**src/rtl/multi_pulse_synchro.sv**
```systemverilog
// N-channel event synchroniser: resynchronises async event inputs and emits fixed-width pulses with per-channel queuing.
// Define MPS_OVERFLOW_ERR_EN to add sticky overflow flags (err_o) with per-channel clear (err_clr_i).
module multi_pulse_synchro #(
    parameter int NB_CHANNELS = 4,
    parameter int SYNC_STAGES = 2,
    parameter int PULSE_WIDTH = 2,
    parameter int PENDING_MAX = 3,
    parameter int TOGGLE_MODE = 0
) (
    input  logic                   aclk,
    input  logic                   arstn,
    input  logic [NB_CHANNELS-1:0] async_i,
    output logic [NB_CHANNELS-1:0] tvalid_o,
    output logic [NB_CHANNELS-1:0] busy_o
`ifdef MPS_OVERFLOW_ERR_EN
    ,
    output logic [NB_CHANNELS-1:0] err_o,
    input  logic [NB_CHANNELS-1:0] err_clr_i
`endif
);
    localparam int PCW = $clog2(PENDING_MAX + 1);
    localparam int CW  = (PULSE_WIDTH > 1) ? $clog2(PULSE_WIDTH) : 1;
    localparam logic [PCW-1:0] PMAX     = PCW'(PENDING_MAX);
    localparam logic [CW-1:0]  CNT_INIT = CW'(PULSE_WIDTH - 1);

    typedef enum logic [1:0] {IDLE, PULSE, GAP} state_t;

    logic [NB_CHANNELS-1:0] sync_q [SYNC_STAGES];
    logic [NB_CHANNELS-1:0] prev_q;
    logic [SYNC_STAGES:0]   prime_q;
    logic [NB_CHANNELS-1:0] edge_w;
    logic [NB_CHANNELS-1:0] event_w;

    always_ff @(posedge aclk or negedge arstn) begin
        if (!arstn) begin
            for (int unsigned s = 0; s < SYNC_STAGES; s++) sync_q[s] <= '0;
            prev_q  <= '0;
            prime_q <= '0;
        end else begin
            sync_q[0] <= async_i;
            for (int unsigned s = 1; s < SYNC_STAGES; s++) sync_q[s] <= sync_q[s-1];
            prev_q  <= sync_q[SYNC_STAGES-1];
            prime_q <= {prime_q[SYNC_STAGES-1:0], 1'b1};
        end
    end

    if (TOGGLE_MODE != 0) begin : g_toggle
        assign edge_w = sync_q[SYNC_STAGES-1] ^ prev_q;
    end else begin : g_rise
        assign edge_w = sync_q[SYNC_STAGES-1] & ~prev_q;
    end

    // Edges are ignored until prev holds a real post-reset sample, so levels present at reset are not events.
    assign event_w = prime_q[SYNC_STAGES] ? edge_w : '0;

    for (genvar c = 0; c < NB_CHANNELS; c++) begin : g_ch
        state_t         state_q, state_d;
        logic [CW-1:0]  cnt_q, cnt_d;
        logic [PCW-1:0] pend_q, pend_d;

        always_ff @(posedge aclk or negedge arstn) begin
            if (!arstn) begin
                state_q <= IDLE;
                cnt_q   <= '0;
                pend_q  <= '0;
            end else begin
                state_q <= state_d;
                cnt_q   <= cnt_d;
                pend_q  <= pend_d;
            end
        end

        always_comb begin
            state_d = state_q;
            cnt_d   = cnt_q;
            pend_d  = pend_q;
            unique case (state_q)
                IDLE: begin
                    if (event_w[c]) begin
                        state_d = PULSE;
                        cnt_d   = CNT_INIT;
                    end
                end
                PULSE: begin
                    if (cnt_q == '0) state_d = GAP;
                    else             cnt_d   = cnt_q - 1'b1;
                    if (event_w[c] && pend_q != PMAX) pend_d = pend_q + 1'b1;
                end
                GAP: begin
                    if (pend_q != '0 || event_w[c]) begin
                        state_d = PULSE;
                        cnt_d   = CNT_INIT;
                    end else begin
                        state_d = IDLE;
                    end
                    // A same-cycle event takes the slot freed by the dequeue.
                    if (pend_q != '0 && !event_w[c]) pend_d = pend_q - 1'b1;
                end
                default: state_d = IDLE;
            endcase
        end

        assign tvalid_o[c] = (state_q == PULSE);
        assign busy_o[c]   = (state_q != IDLE) || (pend_q != '0);

`ifdef MPS_OVERFLOW_ERR_EN
        logic drop_w;
        logic err_q;
        assign drop_w = (state_q == PULSE) && event_w[c] && (pend_q == PMAX);

        always_ff @(posedge aclk or negedge arstn) begin
            if (!arstn)            err_q <= 1'b0;
            else if (drop_w)       err_q <= 1'b1;
            else if (err_clr_i[c]) err_q <= 1'b0;
        end

        assign err_o[c] = err_q;
`endif
    end

endmodule
```
**config.mk**
```make
export PLATFORM = sky130hd
export DESIGN_NAME = multi_pulse_synchro
export DESIGN_NICKNAME = d
export VERILOG_FILES = /design/src/rtl/multi_pulse_synchro.sv
export SDC_FILE = /design/constraint.sdc
export NUM_CORES = 1
export LEC_CHECK = 0
export BUFFER_PORTS_ARGS = -buffer_cell sky130_fd_sc_hd__buf_2
export CELL_PAD_IN_SITES_DETAIL_PLACEMENT = 1
export CELL_PAD_IN_SITES_GLOBAL_PLACEMENT = 1
export CORE_MARGIN = 1.5
export CORE_UTILIZATION = 46
export DETAILED_ROUTE_END_ITERATION = 8
export GPL_TIMING_DRIVEN = 0
export PLACE_DENSITY = 0.74
export SLEW_MARGIN = 20
export SYNTH_ARGS = -nofsm -noshare
export SYNTH_HDL_FRONTEND = slang
export SYNTH_SLANG_ARGS = --single-unit
```
**constraint.sdc**
```tcl
create_clock -name aclk -period 1.7 [get_ports aclk]
set_input_delay 0.255 -clock aclk [delete_from_list [all_inputs] [get_ports aclk]]
set_output_delay 0.255 -clock aclk [all_outputs]
set_load 0.01 [all_outputs]
```
==> results of run 1 <==
==> critical path, delay by kind of cell, from the launching register on <==
kind	cells	cell delay, ns
AOI/OAI and AO/OA	3	0.28
buffers and inverters	2	0.41
DFF	1	0.42
and+or+nand+nor	1	0.16
adders and majority gates	1	0.16
==> cell usage in the layout, fill, tap and decap left out <==
cell / synthesis / layout
dfrtp_1: 35 / 35
nand2_1: 20 / 20
a21oi_1: 20 / 20
inv_1: 15 / 15
o21ai_0: 15 / 15
nor2_1: 14 / 14
buf_2: 1 / 14
ha_1: 16 / 14
a31oi_1: 8 / 8
clkbuf_8: 0 / 7
a211oi_1: 5 / 5
and3b_2: 4 / 4
buf_4: 4 / 4
nand3b_1: 3 / 3
nand2b_1: 3 / 3
nand4b_1: 2 / 2
clkbuf_1: 1 / 2
o21a_1: 2 / 2
o22ai_1: 2 / 2
a21o_1: 2 / 2
mux2i_1: 2 / 2
nor4_1: 2 / 2
a22o_1: 2 / 2
ha_2: 0 / 2
nor4bb_1: 1 / 1
nand3b_4: 1 / 1
nand2_2: 1 / 1
and2_1: 1 / 1
o22a_1: 1 / 1
a22oi_1: 1 / 1
nor4b_1: 1 / 1
nor3_1: 1 / 1
nand3_1: 1 / 1
o21bai_1: 1 / 1
a41oi_1: 1 / 1
o41ai_1: 1 / 1
or3b_1: 1 / 1
nand4_1: 1 / 1
conb_1: 1 / 1
==> routing by layer <==
| layer | track usage | routed length, microns |
|---|---|---|
| met1 | 0.251 | 1830 |
| met2 | 0.336 | 1950 |
| met3 | 0.0389 | 100 |
| met4 | 0.0638 | 48 |
| met5 | 0 | 0 |
==> per-stage QoR <==
stage | std cells | utilization | power (W)
final | 264 | 0.531 | 0.00395
after global routing | 264 | 0.531 | 0.00432
after CTS | 264 | 0.529 | 0.00397
after detailed placement | 256 | 0.504 | 0.00330
after global placement | 256 | 0.504 | 0.00313
after floorplan | 193 | - | 0.00278
==> kinds of logic (layout without fill, tap and decap cells) <==
group | after synthesis | after routing | share of synthesized area
compound gates | 61 | 61 | 0.194
fa+ha+maj | 16 | 16 | 0.107
buf+inv | 21 | 42 | 0.0507
flops | 35 | 35 | 0.467
mux | 2 | 2 | 0.0107
other cells | 1 | 1 | 0.00200
simple gates | 57 | 57 | 0.168
==> worst paths after layout <==
path | to | slack [ns] | cells past startpoint
worst min register to register | sync_q[0] | 0.35 | 0
worst max register to register | g_ch[1].cnt_q | 0.14 | 7
worst max-delay path | g_ch[1].cnt_q | 0.14 | 7
min in group aclk | sync_q[7] | 0.08 | 1
max in group asynchronous | sync_q[6] | 1.16 | 1
worst min-delay path | g_ch[2].state_q[0] | 0.05 | 1
==> cell type report <==
type | count | area, sq um
fillers | 440 | 1860
flip-flops and latches | 35 | 876
clock buffers | 8 | 100
multi-input cells | 137 | 908
inverters | 15 | 56.3
repair buffers | 13 | 65.1
well taps | 50 | 62.6
plain buffers | 6 | 38.8
==> state kept, by name, indices dropped and copies added, names as in the netlist <==
signal and flops:
g_ch.pend_q 8, sync_q 8, g_ch.cnt_q 4, prev_q 4, g_ch.state_q 8, prime_q 3
==> report_power, final <==
part           internal [W]  total (W)  switching, W
clock network      0.000370   0.000651      0.000282
registers           0.00108    0.00138      0.000291
logic              0.000845    0.00193       0.00108
==> repair_timing <==
item,in CTS,in global routing
gates resized for setup,0,2
setup endpoints to repair,0,2
hold endpoints to repair,0,0
==> summary.md, run 1 <==
| Metric | Value |
|---|---|
| NumNets Final | `235` |
| CTS tree | `done` |
| Post-synth top cells | `dfrtp_1, a21oi_1, nand2_1` |
| Reg clk slew, reported paths | `0.07 ns` |
| Clk Latency, worst-skew pair | `0.27 ns` |
| Status | `completed` |
| Top cell type's share of synthesized area | `0.467` |
| CTS Sinks | `35` |
| Max cap viols | `0` |
| Synthesized Nets | `215` |
| H-tree levels | `2` |
| Fin. Hold Viols | `0` |
| WHS | `0.0498 ns` |
| Post-Synthesis Cells | `193` |
| Syn Area/Cell | `9.71 sq um` |
| Number of buffers created by CTS | `5` |
| Post-synth ARST share | `1.00` |
| VDD IR max | `0.808 mV` |
| Worst-margin pin slew | `0.771 ns` |
| Die height | `66.8 microns` |
| # port buffers | `13` |
| Slew Viols, Final | `0` |
| Routed Antenna Nets | `0` |
| Die Area | `0.00447 sq mm` |
| Area grow syn2layout | `12.4%` |
| Initial antenna violation count | `0` |
| DP Wirelength | `2890 microns` |
| Hold-fix buffers, CTS | `0` |
| Crit. End Element | `register` |
| Critical path's most frequent cell | `a21oi_1` |
| CP startpoint kind | `register` |
| Global-route wire length before repair | `6620 microns` |
| TNS Setup | `0 ns` |
| Overflow after GRT | `0` |
| Most common cell in the netlist | `dfrtp_1` |
| Die Wd | `66.8 microns` |
| Post-route DRC | `0` |
| Routed WL per cell | `14.9 microns` |
| Post-DP Area | `0.00200 sq mm` |
| Routability cong. | `0.758` |
| Crit path required time | `1.84 ns` |
| Critical Path Fanout Max | `10` |
| Unrepaired setup endpoints after global routing | `false` |
| Min Clock Period, post-route | `1.56 ns` |
| Worst clock skew | `0.00233 ns` |
| Final worst slack | `0.139 ns` |
| Register area share after synthesis | `0.467` |
| Yosys top cell by area | `dfrtp_1` |
| Root buf cell | `clkbuf_8` |
| Critical path cell sequence | `inv_1 > ha_1 > clkbuf_1 > nand2b_1 > a21oi_1 > o22ai_1 > a21oi_1` |
| Setup Buffers After CTS | `0` |
| Setup violations, final | `0` |
| Pre-CTS setup slack | `0.150 ns` |
| Slowest CP cell | `dfrtp_1` |
| Layout cell share with drive strength beyond 1 | `0.154` |
| Max-slew headroom | `0.486` |
| Hold Crit Class | `in2async` |
| I/O Pins | `14` |
| Total wire length | `3930 microns` |
| Initial core utilization | `0.472` |
| Worst Setup SP | `g_ch[1].state_q[1]` |
| Leakage | `0.988 nW` |
| Post-Syn Area | `0.00187 sq mm` |
| Clock Tree Buf Depth | `2` |
| F_max | `0.641 GHz` |
| Global Route Usage Sum | `0.197` |
| Diode count | `0` |
| Worst path max stage delay | `0.42 ns` |
| Row cnt | `23` |
| Ys Warns | `0` |
| Critical Path AT | `1.70 ns` |
| Vias in the first global route | `1441` |
| Synth area leaders | `dfrtp_1, ha_1, a21oi_1, nand2_1, o21ai_0` |
| Final period util | `0.918` |
| Setup CP Type | `reg2reg` |
| Core Area | `0.00397 sq mm` |
| Largest net degree at the start of global routing | `36` |
| Number of synthesized flops with an enable pin | `0` |
| Total of flip-flops plus latches after synthesis | `35` |
| Final instance area | `0.00211 sq mm` |
| Vias per inst | `5.47` |
| Number of detailed-route iterations in the first pass | `4` |
| Critical R2R Launch | `g_ch[1].state_q[1]` |
| Cell variety after synth | `37` |
| Via Count | `1444` |
| Iteration-0 DRC Markers | `59` |
| Most common flop cell mapped by yosys | `dfrtp_1` |
| Power Density | `1880 mW/mm^2` |
Power figures use the tool's default switching activity.
==> run 2: changes to the inputs <==
--- a/config.mk
+++ b/config.mk
@@ -12,7 +12,7 @@
 export CORE_UTILIZATION = 46
 export DETAILED_ROUTE_END_ITERATION = 8
 export GPL_TIMING_DRIVEN = 0
-export PLACE_DENSITY = 0.74
+export PLACE_DENSITY_LB_ADDON = 0.12
 export SLEW_MARGIN = 20
 export SYNTH_ARGS = -nofsm -noshare
 export SYNTH_HDL_FRONTEND = slang
==> run 2 against run 1 <==
Compared with the run above:
- largest cell class unchanged
- setup slack got worse by 0.042 ns
- first-iteration DRC count rose by 32%
- non-clock buffer count did not move
==> summary.md, run 2 (synthesized netlist as in run 1, its figures left out) <==
| Metric | Value |
|---|---|
| Status | `completed` |
| Crit path required time | `1.44 ns` |
| Reg2reg setup slack | `0.15 ns` |
| Max cap viols | `0` |
| Initial core utilization | `0.472` |
| Setup Buffers After CTS | `0` |
| Worst r2r dst | `g_ch[0].pend_q[0]` |
| Unrepaired setup endpoints after global routing | `false` |
| Critical Path AT | `1.35 ns` |
| Area grow syn2layout | `13.2%` |
| Total wire length | `4290 microns` |
| Global Route Usage Sum | `0.214` |
| Min Clock Period, post-route | `1.60 ns` |
| CTS tree | `done` |
| Filler Cells Inserted | `461` |
| Vias in the first global route | `1585` |
| NumNets Final | `235` |
| Global-route wire length before repair | `7040 microns` |
| Row cnt | `23` |
| F_max | `0.624 GHz` |
| Critical Path Fanout Max | `8` |
| Die Area | `0.00447 sq mm` |
| DP Wirelength | `2920 microns` |
| I/O Pins | `14` |
| Initial antenna violation count | `0` |
| Max-slew headroom | `0.487` |
| Most used routing layer | `met2` |
| Worst-margin pin slew | `0.769 ns` |
| Largest net degree at the start of global routing | `36` |
| Root buf cell | `clkbuf_8` |
| Final period util | `0.943` |
| Via Count | `1486` |
| Worst R2R Path Depth | `6` |
| Met2 Resource Use GR | `0.395` |
| Hold Crit Class | `in2async` |
| Fin. Hold Viols | `0` |
| Global Route met1 Usage | `0.231` |
| Routed WL per cell | `16.2 microns` |
| Commonest non-fill, non-tap cell in the layout | `dfrtp_1` |
| H-tree levels | `2` |
| TNS Setup | `0 ns` |
| Slew Viols, Final | `0` |
| Hold-fix buffers, CTS | `0` |
| Worst clock skew | `0.00901 ns` |
| Number of detailed-route iterations in the first pass | `4` |
| Setup violations, final | `0` |
| Diode count | `0` |
| Overflow after GRT | `0` |
| Leakage | `0.998 nW` |
| Die height | `66.8 microns` |
| Clk Latency, worst-skew pair | `0.29 ns` |
| Layout cell share with drive strength beyond 1 | `0.164` |
| Iteration-0 DRC Markers | `78` |
| Tot Pwr | `0.00409 W` |
| Largest registers | `g_ch.pend_q x8, g_ch.state_q x8, sync_q x8` |
| Crit. End Element | `output pin` |
| Routability cong. | `0.783` |
| Post-route DRC | `0` |
| # port buffers | `13` |
| M3 GR Usage | `0.0541` |
| Power Density | `1930 mW/mm^2` |
| Critical R2R Launch | `g_ch[0].state_q[0]` |
| Number of buffers created by CTS | `5` |
| Most frequent cells in the layout | `dfrtp_1, nand2_1, a21oi_1` |
| CTS Sinks | `35` |
| Vias per inst | `5.63` |
| Core Area | `0.00397 sq mm` |
| Setup CP Type | `reg2out` |
| Reg clk slew, reported paths | `0.08 ns` |
| Routed Antenna Nets | `0` |
| Clock Tree Buf Depth | `2` |
| Die Wd | `66.8 microns` |
| CP startpoint kind | `register` |
| VDD IR max | `0.824 mV` |
-- run 2: per-layer routing --
| metal | vias to the layer above | share of wire |
|---|---|---|
| li1 | 718 | - |
| met1 | 735 | 0.43 |
| met2 | 23 | 0.53 |
| met3 | 10 | 0.026 |
| met4 | 0 | 0.018 |
| met5 | - | 0 |
-- run 2: area by class of cell --
cell class / instances / area [sq um] / area share
Timing Repair Buffer: 13 / 65.1 / 0.0307
Multi-Input combinational cell: 137 / 908 / 0.428
Sequential cell: 35 / 876 / 0.413
Tap cell: 50 / 62.6 / 0.0295
Clock buffer: 5 / 68.8 / 0.0324
Inverter: 15 / 56.3 / 0.0265
Clock inverter: 3 / 43.8 / 0.0206
Buffer: 6 / 40.0 / 0.0189
-- run 2: how the worst max path moves through the flow --
stage / start / end / slack (ns)
floorplan: g_ch[0].state_q[0] / g_ch[0].pend_q[0] / 0.33
global placement: g_ch[1].state_q[1] / g_ch[1].cnt_q / 0.21
detailed placement: g_ch[1].state_q[1] / g_ch[1].cnt_q / 0.11
CTS: g_ch[3].state_q[1] / tvalid_o[3] / 0.04
global route: g_ch[0].state_q[0] / g_ch[0].pend_q[0] / 0.002
finish: g_ch[2].state_q[1] / tvalid_o[2] / 0.1
-- run 2: through the flow --
step	instances	hold slack [ns]	worst slack (ns)	util	cell area, sq um
after CTS	264	0.0571	0.0443	0.533	2120
after floorplan	193	-0.0406	0.331	-	1870
final	264	0.0338	0.0969	0.534	2120
after global placement	256	0.335	0.208	0.504	2000
after global routing	264	0.0575	0.00194	0.534	2120
after detailed placement	256	0.336	0.106	0.504	2000
-- run 2: critical path: stages (launching register included) --
cell and delay, ns:
dfrtp_1 0.43, inv_1 0.11, ha_2 0.28, buf_4 0.13
buf_2 0.11
-- run 2: where the power goes --
part / total [W] / switching, W / internal (W)
combinational: 0.00196 / 0.00111 / 0.000849
clock: 0.000753 / 0.000316 / 0.000437
sequential: 0.00137 / 0.000291 / 0.00108
total: 0.00409 / 0.00172 / 0.00237
-- run 2: what timing repair did --
action | CTS | global route
gates resized for setup | 1 | 3
cloned | 0 | 0
pin swaps | 0 | 0
setup endpoints to repair | 1 | 2
